**src/rtl/mult_div_unit.sv**
```systemverilog
// mult_div_unit: iterative multiply/divide unit with Hi/Lo result registers.
// Shift-add multiply and restoring divide retire one bit per cycle, followed by
// a sign-correction cycle. Define MDU_DIV_EN to build the divider. Without it,
// ops 2-3 complete as reserved (illegal_op) ops.
module mult_div_unit #(
    parameter int WIDTH = 32
) (
    input  logic             clk,
    input  logic             rst_n,
    input  logic             start,
    input  logic [2:0]       op,
    input  logic [WIDTH-1:0] rs,
    input  logic [WIDTH-1:0] rt,
    output logic             busy,
    output logic             done,
    output logic             illegal_op,
    output logic [WIDTH-1:0] hi,
    output logic [WIDTH-1:0] lo
);
    localparam int CW = $clog2(WIDTH);

    typedef enum logic [1:0] {IDLE, CALC, FIN} state_t;

    state_t            state_reg, state_next;
    logic [CW-1:0]     cnt_reg, cnt_next;
    logic              busy_reg, busy_next;
    logic              done_reg, done_next;
    logic              illegal_reg, illegal_next;
    logic [WIDTH-1:0]  hi_reg, hi_next;
    logic [WIDTH-1:0]  lo_reg, lo_next;
    logic [WIDTH-1:0]  b_reg, b_next;          // multiplicand / divisor magnitude
    logic [WIDTH-1:0]  acc_hi_reg, acc_hi_next; // product high half / remainder
    logic [WIDTH-1:0]  acc_lo_reg, acc_lo_next; // multiplier bits / quotient bits
    logic              neg_reg, neg_next;      // product or quotient must be negated
`ifdef MDU_DIV_EN
    logic              is_div_reg, is_div_next;
    logic              neg_r_reg, neg_r_next;  // remainder takes dividend sign
    logic              div0_reg, div0_next;
    logic [WIDTH-1:0]  a_raw_reg, a_raw_next;  // raw dividend for divide-by-zero
    logic [WIDTH:0]    shifted;
    logic [WIDTH+1:0]  diff;
    logic [WIDTH-1:0]  q_fix, r_fix;
`endif

    logic              is_mul, is_div_op, signed_op, sa, sb;
    logic [WIDTH-1:0]  am, bm;
    logic [WIDTH:0]    sum;
    logic [2*WIDTH-1:0] prod;

    // Decode and operand magnitudes
    always_comb begin
        is_mul    = (op == 3'd0) || (op == 3'd1);
`ifdef MDU_DIV_EN
        is_div_op = (op == 3'd2) || (op == 3'd3);
`else
        is_div_op = 1'b0;
`endif
        signed_op = (op == 3'd0) || (op == 3'd2);
        sa        = signed_op & rs[WIDTH-1];
        sb        = signed_op & rt[WIDTH-1];
        am        = sa ? -rs : rs;
        bm        = sb ? -rt : rt;
    end

    // Next-state, datapath iteration and result write-back
    always_comb begin
        state_next   = state_reg;
        cnt_next     = cnt_reg;
        busy_next    = busy_reg;
        done_next    = 1'b0;
        illegal_next = 1'b0;
        hi_next      = hi_reg;
        lo_next      = lo_reg;
        b_next       = b_reg;
        acc_hi_next  = acc_hi_reg;
        acc_lo_next  = acc_lo_reg;
        neg_next     = neg_reg;
        sum          = '0;
        prod         = {acc_hi_reg, acc_lo_reg};
`ifdef MDU_DIV_EN
        is_div_next  = is_div_reg;
        neg_r_next   = neg_r_reg;
        div0_next    = div0_reg;
        a_raw_next   = a_raw_reg;
        shifted      = {acc_hi_reg, acc_lo_reg[WIDTH-1]};
        diff         = {1'b0, shifted} - {2'b00, b_reg};
        q_fix        = neg_reg ? -acc_lo_reg : acc_lo_reg;
        r_fix        = neg_r_reg ? -acc_hi_reg : acc_hi_reg;
`endif
        case (state_reg)
            IDLE: begin
                if (start) begin
                    if (is_mul || is_div_op) begin
                        state_next  = CALC;
                        busy_next   = 1'b1;
                        cnt_next    = '0;
                        b_next      = bm;
                        acc_hi_next = '0;
                        acc_lo_next = am;
                        neg_next    = sa ^ sb;
`ifdef MDU_DIV_EN
                        is_div_next = is_div_op;
                        neg_r_next  = sa;
                        div0_next   = (rt == '0);
                        a_raw_next  = rs;
`endif
                    end else if (op == 3'd4) begin
                        hi_next   = rs;
                        done_next = 1'b1;
                    end else if (op == 3'd5) begin
                        lo_next   = rs;
                        done_next = 1'b1;
                    end else begin
                        done_next    = 1'b1;
                        illegal_next = 1'b1;
                    end
                end
            end
            CALC: begin
                cnt_next = cnt_reg + CW'(1);
                if (cnt_reg == CW'(WIDTH - 1)) begin
                    state_next = FIN;
                end
`ifdef MDU_DIV_EN
                if (is_div_reg) begin
                    if (!diff[WIDTH+1]) begin
                        acc_hi_next = diff[WIDTH-1:0];
                        acc_lo_next = {acc_lo_reg[WIDTH-2:0], 1'b1};
                    end else begin
                        acc_hi_next = shifted[WIDTH-1:0];
                        acc_lo_next = {acc_lo_reg[WIDTH-2:0], 1'b0};
                    end
                end else
`endif
                begin
                    sum         = acc_lo_reg[0] ? ({1'b0, acc_hi_reg} + {1'b0, b_reg})
                                                : {1'b0, acc_hi_reg};
                    acc_hi_next = sum[WIDTH:1];
                    acc_lo_next = {sum[0], acc_lo_reg[WIDTH-1:1]};
                end
            end
            FIN: begin
                state_next = IDLE;
                busy_next  = 1'b0;
                done_next  = 1'b1;
`ifdef MDU_DIV_EN
                if (is_div_reg) begin
                    if (div0_reg) begin
                        lo_next = '1;
                        hi_next = a_raw_reg;
                    end else begin
                        lo_next = q_fix;
                        hi_next = r_fix;
                    end
                end else
`endif
                begin
                    prod = neg_reg ? -{acc_hi_reg, acc_lo_reg} : {acc_hi_reg, acc_lo_reg};
                    {hi_next, lo_next} = prod;
                end
            end
            default: begin
                state_next = IDLE;
                busy_next  = 1'b0;
            end
        endcase
    end

    // State and datapath registers with synchronous active-low reset
    always_ff @(posedge clk) begin
        if (!rst_n) begin
            state_reg   <= IDLE;
            cnt_reg     <= '0;
            busy_reg    <= 1'b0;
            done_reg    <= 1'b0;
            illegal_reg <= 1'b0;
            hi_reg      <= '0;
            lo_reg      <= '0;
            b_reg       <= '0;
            acc_hi_reg  <= '0;
            acc_lo_reg  <= '0;
            neg_reg     <= 1'b0;
`ifdef MDU_DIV_EN
            is_div_reg  <= 1'b0;
            neg_r_reg   <= 1'b0;
            div0_reg    <= 1'b0;
            a_raw_reg   <= '0;
`endif
        end else begin
            state_reg   <= state_next;
            cnt_reg     <= cnt_next;
            busy_reg    <= busy_next;
            done_reg    <= done_next;
            illegal_reg <= illegal_next;
            hi_reg      <= hi_next;
            lo_reg      <= lo_next;
            b_reg       <= b_next;
            acc_hi_reg  <= acc_hi_next;
            acc_lo_reg  <= acc_lo_next;
            neg_reg     <= neg_next;
`ifdef MDU_DIV_EN
            is_div_reg  <= is_div_next;
            neg_r_reg   <= neg_r_next;
            div0_reg    <= div0_next;
            a_raw_reg   <= a_raw_next;
`endif
        end
    end

    assign busy       = busy_reg;
    assign done       = done_reg;
    assign illegal_op = illegal_reg;
    assign hi         = hi_reg;
    assign lo         = lo_reg;
endmodule

```
**config.mk**
```make
export PLATFORM = sky130hd
export DESIGN_NAME = mult_div_unit
export DESIGN_NICKNAME = d
export VERILOG_FILES = /design/src/rtl/mult_div_unit.sv
export SDC_FILE = /design/constraint.sdc
export NUM_CORES = 1
export LEC_CHECK = 0
export CAP_MARGIN = 20
export CORE_ASPECT_RATIO = 1.75
export CORE_MARGIN = 2
export CORE_UTILIZATION = 57
export CTS_CLUSTER_SIZE = 10
export DETAILED_ROUTE_END_ITERATION = 12
export PLACE_DENSITY = 0.81
export SLEW_MARGIN = 20
export SYNTH_ARGS = -nofsm -noshare
export SYNTH_HDL_FRONTEND = slang
export SYNTH_SLANG_ARGS = --single-unit
```
**constraint.sdc**
```tcl
create_clock -name clk -period 3.3 [get_ports clk]
set_clock_uncertainty 0.1 [all_clocks]
set_input_delay 0.66 -clock clk [delete_from_list [all_inputs] [get_ports clk]]
set_output_delay 0.66 -clock clk [all_outputs]
set_load 0.02 [all_outputs]
```
==> results of run 1 <==
stage by stage:
step	setup slack, ps	cells	total power, mW
final	129	1828	5.13
after global routing	73.3	1828	5.28
after CTS	205	1828	5.11
after detailed placement	110	1796	3.16
after global placement	174	1796	3.14
after floorplan	570	1413	2.73
path summary, 6_finish.rpt:
kind,startpoint,to,slack (ps)
hold reg to reg,busy,busy,370
hold / removal,busy,busy,370
setup / recovery,b_reg[0],acc_hi_reg[31],130
setup reg to reg,b_reg[0],acc_hi_reg[31],130
power by group:
part	leakage, nW	internal [mW]	switching, mW	total (mW)
Clock	0.262	1.09	0.910	2.00
Sequential	1.39	2.12	0.0605	2.18
Combinational	4.09	0.394	0.556	0.950
cells in the mapped netlist (6+ instances only):
cell      count
a211oi_1     19
a21o_1       13
a21oi_1      90
a222oi_1     38
a22oi_1      20
a31o_2        6
a31oi_1      10
and2_1        7
and3_1       15
buf_1        11
clkbuf_1     95
dfxtp_1     171
ha_1         37
inv_1        29
mux2_2        8
mux2i_1      31
nand2_1     136
nand2b_1     11
nand3_1      28
nand4_1      15
nor2_1      122
nor2b_1       8
nor3_1       30
nor4_1       11
o211a_1      34
o211ai_1     24
o21a_1        9
o21ai_0      69
o21bai_1      6
o221ai_1     13
o22ai_1      15
o31ai_1      30
o41ai_1      19
or2_2         6
or3_1        29
or4_1         7
xnor2_1      61
xor2_1       64
cells in the final DEF, fill, tap and decap left out, types with 38 or more instances in the layout:
cell / n
clkdlybuf4s50_1: 135
o21ai_0: 69
buf_4: 105
xnor2_1: 61
nor2_1: 121
nand2_1: 136
a21oi_1: 90
a222oi_1: 38
xor2_1: 64
dfxtp_1: 170
logic make-up after synthesis:
group,Yosys count,synth area share [%]
XOR/XNOR,125,9.58
AND/OR/NAND/NOR,450,19.5
multiplexers,39,3.51
buffers and inverters,137,4.51
AO/OA/AOI/OAI,453,28.7
adder cells (fa/ha/maj),38,4.23
flip-flops,171,30.0
critical path, stage by stage (launching register included):
cell      delay [ps]
dfxtp_1          350
ha_1             220
inv_1             70
fa_1             380
nor2b_1          250
o31a_1           240
o31ai_1           90
buf_4            170
o221ai_1         320
a31oi_1          140
buf_4            170
o21a_1           230
o41ai_1          340
per-layer routing:
layer | track usage, % | vias to the layer above | part of all wire (%)
li1 | - | 5622 | -
met1 | 37.2 | 5794 | 34
met2 | 69.0 | 663 | 51
met3 | 5.14 | 212 | 6.6
met4 | 28.1 | 0 | 8.7
met5 | 0 | - | 0
cell type report:
type	instances	area, um2	share of cell area (%)
Multi-Input combinational cell	1105	7520	53.1
Sequential cell	171	3420	24.2
Timing Repair Buffer	245	2220	15.7
Clock buffer	20	457	3.22
Tap cell	245	307	2.16
Clock inverter	12	115	0.813
Inverter	30	113	0.795
==> run_results.csv, run 1 <==
group,metric,value,unit
synth,ys_ff_latch,171,
setup_path,rr_worst_depth,12,
synth,syn_inst,1413,
synth,async_flop_share,0,%
detailed_routing,wl,39900,um
synth,yosysSeqAreaShare,30.0,%
synth,ys_types,79,
setup_path,required,3520,ps
synth,synth-main-ff-cell,"dfxtp_1",
timing,hold_viol,0,
grt,groute.usage.overall,37.2,%
cts,cts_buffers,17,
synth,syn_nets,1521,
run,drv_cap,0,
floorplanning,rows,68,
cts,cts_hold_buffers,0,
cells_and_area,fillers,1567,
cells_and_area,antenna_cells,0,
cts,post-cts-setup-buffer-count,0,
pwr,vdd_drop_max,276,uV
cts,cts.path.max_buffers,2,
timing,post-route-period-util,96.1,%
cts,cts_tree,"built",
cts,cts.sinks,171,
cells_and_area,final_area,0.0142,mm2
timing,fmax,0.315,GHz
cts,insertion_delay,440,ps
cells_and_area,area_growth_syn_to_layout,24.0,%
grt,antenna_found_initial,0,
placed_design,io_buffers,136,
setup_path,cp-start-kind,"flip-flop",
setup_path,arrival,3400,ps
synth,synth_area_leaders,"dfxtp_1, xor2_1, xnor2_1",
cts,path_clk_slew,70,ps
cells_and_area,final_nets,1678,
synth,synth_top_cell_by_area,"dfxtp_1",
timing,setup-tns-final,0,ps
floorplanning,initial_utilization,58.1,%
synth,synth_top_area_share,30.0,%
detailed_routing,vias_per_cell,6.72,
floorplanning,die_w,111,um
timing,hold_slack,374,ps
cells_and_area,drive_gt1_share,12.0,%
detailed_routing,vias,12300,
setup_path,path_class,"reg2reg",
cts,h-tree-depth,4,
detailed_routing,routedWlPerCell,21.8,um
min_path,whs_path_depth,2,
floorplanning,die_h,191,um
floorplanning,dieArea,0.0212,mm2
pwr,p_per_area,362,mW/mm2
min_path,hold_class,"reg2reg",
grt,grt_pass1_wl,62900,um
synth,synth_area,0.0114,mm2
timing,slew_headroom,21.2,%
cts,cts.repair.resized,0,
pwr,p_leak,5.74,nW
synth,yosys_warnings,0,
setup_path,cp_max_fo,5,
setup_path,endpoint_kind,"flip-flop",
timing,timing.final.crit_period,3170,ps
detailed_routing,drtIter0Drc,1060,
grt,grt_max_degree,103,
status,outcome,"finished clean",
synth,synth_edf_count,0,
cells_and_area,finish.utilization,72.1,%
timing,worst_pin_slew,1170,ps
detailed_routing,drc_errors,0,
timing,rsz0062_at_grt,"no",
placed_design,routabilityCongestion,0.988,
floorplanning,core_area,0.0197,mm2
detailed_routing,antenna_left,0,
synth,synth_area_per_cell,8.08,um2
cts,root_buffer,"clkbuf_16",
grt,grt_pass1_vias,12100,
detailed_routing,drt_pass1_iterations,9,
placed_design,hpwl,29900,um
placed_design,placed_area,0.0136,mm2
grt,grt-ovfl-total,0,
timing,final-setup-viol-count,0,
timing,slew_violations,0,
floorplanning,io_pins,137,
No activity file was read; power rests on OpenSTA's default activity.
==> inputs of run 2 (changes only) <==
--- a/config.mk
+++ b/config.mk
@@ -8,10 +8,11 @@
 export CAP_MARGIN = 20
 export CORE_ASPECT_RATIO = 1.75
 export CORE_MARGIN = 2
-export CORE_UTILIZATION = 57
+export CORE_UTILIZATION = 52
 export CTS_CLUSTER_SIZE = 10
 export DETAILED_ROUTE_END_ITERATION = 12
-export PLACE_DENSITY = 0.81
+export PLACE_DENSITY = 0.78
+export SKIP_LAST_GASP = 1
 export SLEW_MARGIN = 20
 export SYNTH_ARGS = -nofsm -noshare
 export SYNTH_HDL_FRONTEND = slang
==> constraint.sdc (replaced) <==
create_clock -name clk -period 2.7 [get_ports clk]
set_clock_uncertainty 0.1 [all_clocks]
set_input_delay 0.54 -clock clk [delete_from_list [all_inputs] [get_ports clk]]
set_output_delay 0.54 -clock clk [all_outputs]
set_load 0.02 [all_outputs]
==> run 2 against run 1 <==
Effect of this change: the run now ends with setup timing left; critical path depth fell by 4; via count rose by 6.1%; non-clock buffer count rose by 175; hold slack improved by 5.0 ps; design area rose by 12%; combinational power rose by 49%; fmax rose by 11%.
==> run_results.csv, run 2 (same netlist as run 1, synthesis figures left out) <==
group,metric,value,unit
status,outcome,"finished with violations",
status,violations,"setup timing",
floorplanning,io_pins,137,
pwr,pwr-share-clk,37.6,%
placed_design,io_buffers,136,
detailed_routing,drc_errors,0,
setup_path,cp-start-kind,"flip-flop",
setup_path,arrival,3080,ps
floorplanning,core_area,0.0215,mm2
cells_and_area,instances_no_fill,2050,
pwr,p_per_area,413,mW/mm2
cells_and_area,layout.cells.most_common,"buf_4",
cells_and_area,antenna_cells,0,
pwr,cell_internal_pwr,4.62,mW
timing,final-setup-viol-count,15,
cts,root_buffer,"clkbuf_16",
grt,groute.usage.overall,37.3,%
cts,cts_buffers,17,
pwr,vdd_drop_max,292,uV
pwr,power.share.switching,29.3,%
cells_and_area,fillers,1694,
setup_path,rr_startpoint,"acc_lo_reg[25]",
cells_and_area,final_nets,1853,
placed_design,place_inst,2009,
placed_design,routabilityCongestion,0.994,
detailed_routing,vias_per_cell,6.36,
cts,path_clk_slew,70,ps
placed_design,post-place-ws,-439,ps
cts,cts.sinks,171,
pwr,finalPower,6.53,mW
grt,grt_pass1_vias,12900,
cells_and_area,multi_input_comb_area,0.00778,mm2
timing,timing.final.crit_period,2850,ps
floorplanning,rows,71,
timing,setup_slack,-148,ps
min_path,hold_class,"reg2reg",
setup_path,startpoint,"acc_lo_reg[25]",
timing,fmax,0.351,GHz
cts,cts_tree,"built",
cells_and_area,area_growth_syn_to_layout,38.6,%
setup_path,path_cells,"or4_1, nor3_1, nand4_1, buf_4, buf_2, o41ai_1, xor2_1, a21oi_1",
cells_and_area,final_cell_mix,"buf_4, dfxtp_1, nand2_1, clkdlybuf4s50_1, nor2_1",
pwr,comb_power_share,21.7,%
pwr,p_leak,6.67,nW
setup_path,required,2930,ps
placed_design,placed_area,0.0149,mm2
setup_path,cp_max_fo,5,
floorplanning,initial_utilization,53.1,%
cells_and_area,regArea,0.00343,mm2
min_path,min_from,"hi[4]",
cts,cts_hold_buffers,0,
setup_path,slowest_stage,"or4_1",
cts,h-tree-depth,4,
grt,grt_max_degree,65,
detailed_routing,vias,13000,
timing,setup-tns-final,-727,ps
cts,insertion_delay,460,ps
floorplanning,dieArea,0.0232,mm2
detailed_routing,routedWlPerCell,21.2,um
detailed_routing,wl,43500,um
pwr,seq_power_share,40.7,%
pwr,p_switching,1.92,mW
setup_path,cpPeakStageDelay,570,ps
setup_path,path_class,"reg2reg",
timing,slew_headroom,38.6,%
detailed_routing,drt_pass1_iterations,8,
timing,slew_violations,0,
cells_and_area,drive_gt1_share,23.1,%
timing,worst_pin_slew,917,ps
cells_and_area,final_area,0.0158,mm2
timing,rsz0062_at_grt,"yes",
run,drv_cap,0,
floorplanning,die_w,116,um
grt,antenna_found_initial,0,
timing,post-route-period-util,105,%
timing,hold_viol,0,
setup_path,endpoint_kind,"flip-flop",
floorplanning,die_h,200,um
detailed_routing,antenna_left,0,
grt,grt_pass1_wl,66100,um
grt,grt-ovfl-total,0,
cts,cts.path.max_buffers,2,
placed_design,hpwl,33000,um
detailed_routing,drtIter0Drc,1290,
-- run 2: timing repair --
item / CTS / global route
setup endpoints to repair: 20 / 32
gates cloned: 0 / 1
hold endpoints to repair: 0 / 0
setup buffers: 3 / 8
pin swaps: 10 / 20
resized for setup: 19 / 38
-- run 2: final timing paths --
check / endpoint / slack, ps / cells after the start
max reg2reg: hi[11] / -150 / 8
min reg2reg: hi[4] / 380 / 2
min: hi[4] / 380 / 2
max: hi[11] / -150 / 8
-- run 2: area by class of cell --
type,instances,share of cell area (%)
tap,292,2.31
inverter,30,0.711
clock inverter,12,0.767
timing repair buffer,420,22.5
clock buffer,20,2.82
multi-input combinational,1105,49.2
sequential,171,21.7
-- run 2: power by group through the flow --
stage / Sequential (mW) / Clock, mW / Combinational (mW)
after floorplan: 2.73 / 0 / 0.608
after global placement: 2.71 / 0 / 1.30
after detailed placement: 2.71 / 0 / 1.32
after CTS: 2.65 / 2.47 / 1.34
after global routing: 2.66 / 2.56 / 1.50
final: 2.66 / 2.46 / 1.42
-- run 2: layer usage --
metal | global-route usage, % | vias up | wire (um)
met5 | 0 | - | 0
met4 | 32.2 | 0 | 4100
met3 | 6.70 | 255 | 2950
met2 | 67.1 | 736 | 22200
met1 | 35.7 | 6072 | 14200
li1 | - | 5978 | -
-- run 2: metrics by stage --
| step | hold slack, ps | utilization [%] |
|---|---|---|
| after CTS | 377 | 72.5 |
| after floorplan | 341 | - |
| final | 379 | 73.6 |
| after global routing | 413 | 73.6 |
| after global placement | 357 | 69.4 |
| after detailed placement | 364 | 69.4 |
-- run 2: worst max-delay path: cells and delay by family (launching register included) --
family / cells / cell delay [ps]
buffers and inverters: 2 / 370
XOR/XNOR: 1 / 260
AO/OA/AOI/OAI: 2 / 410
AND/OR/NAND/NOR: 3 / 1270
flip-flops: 1 / 310
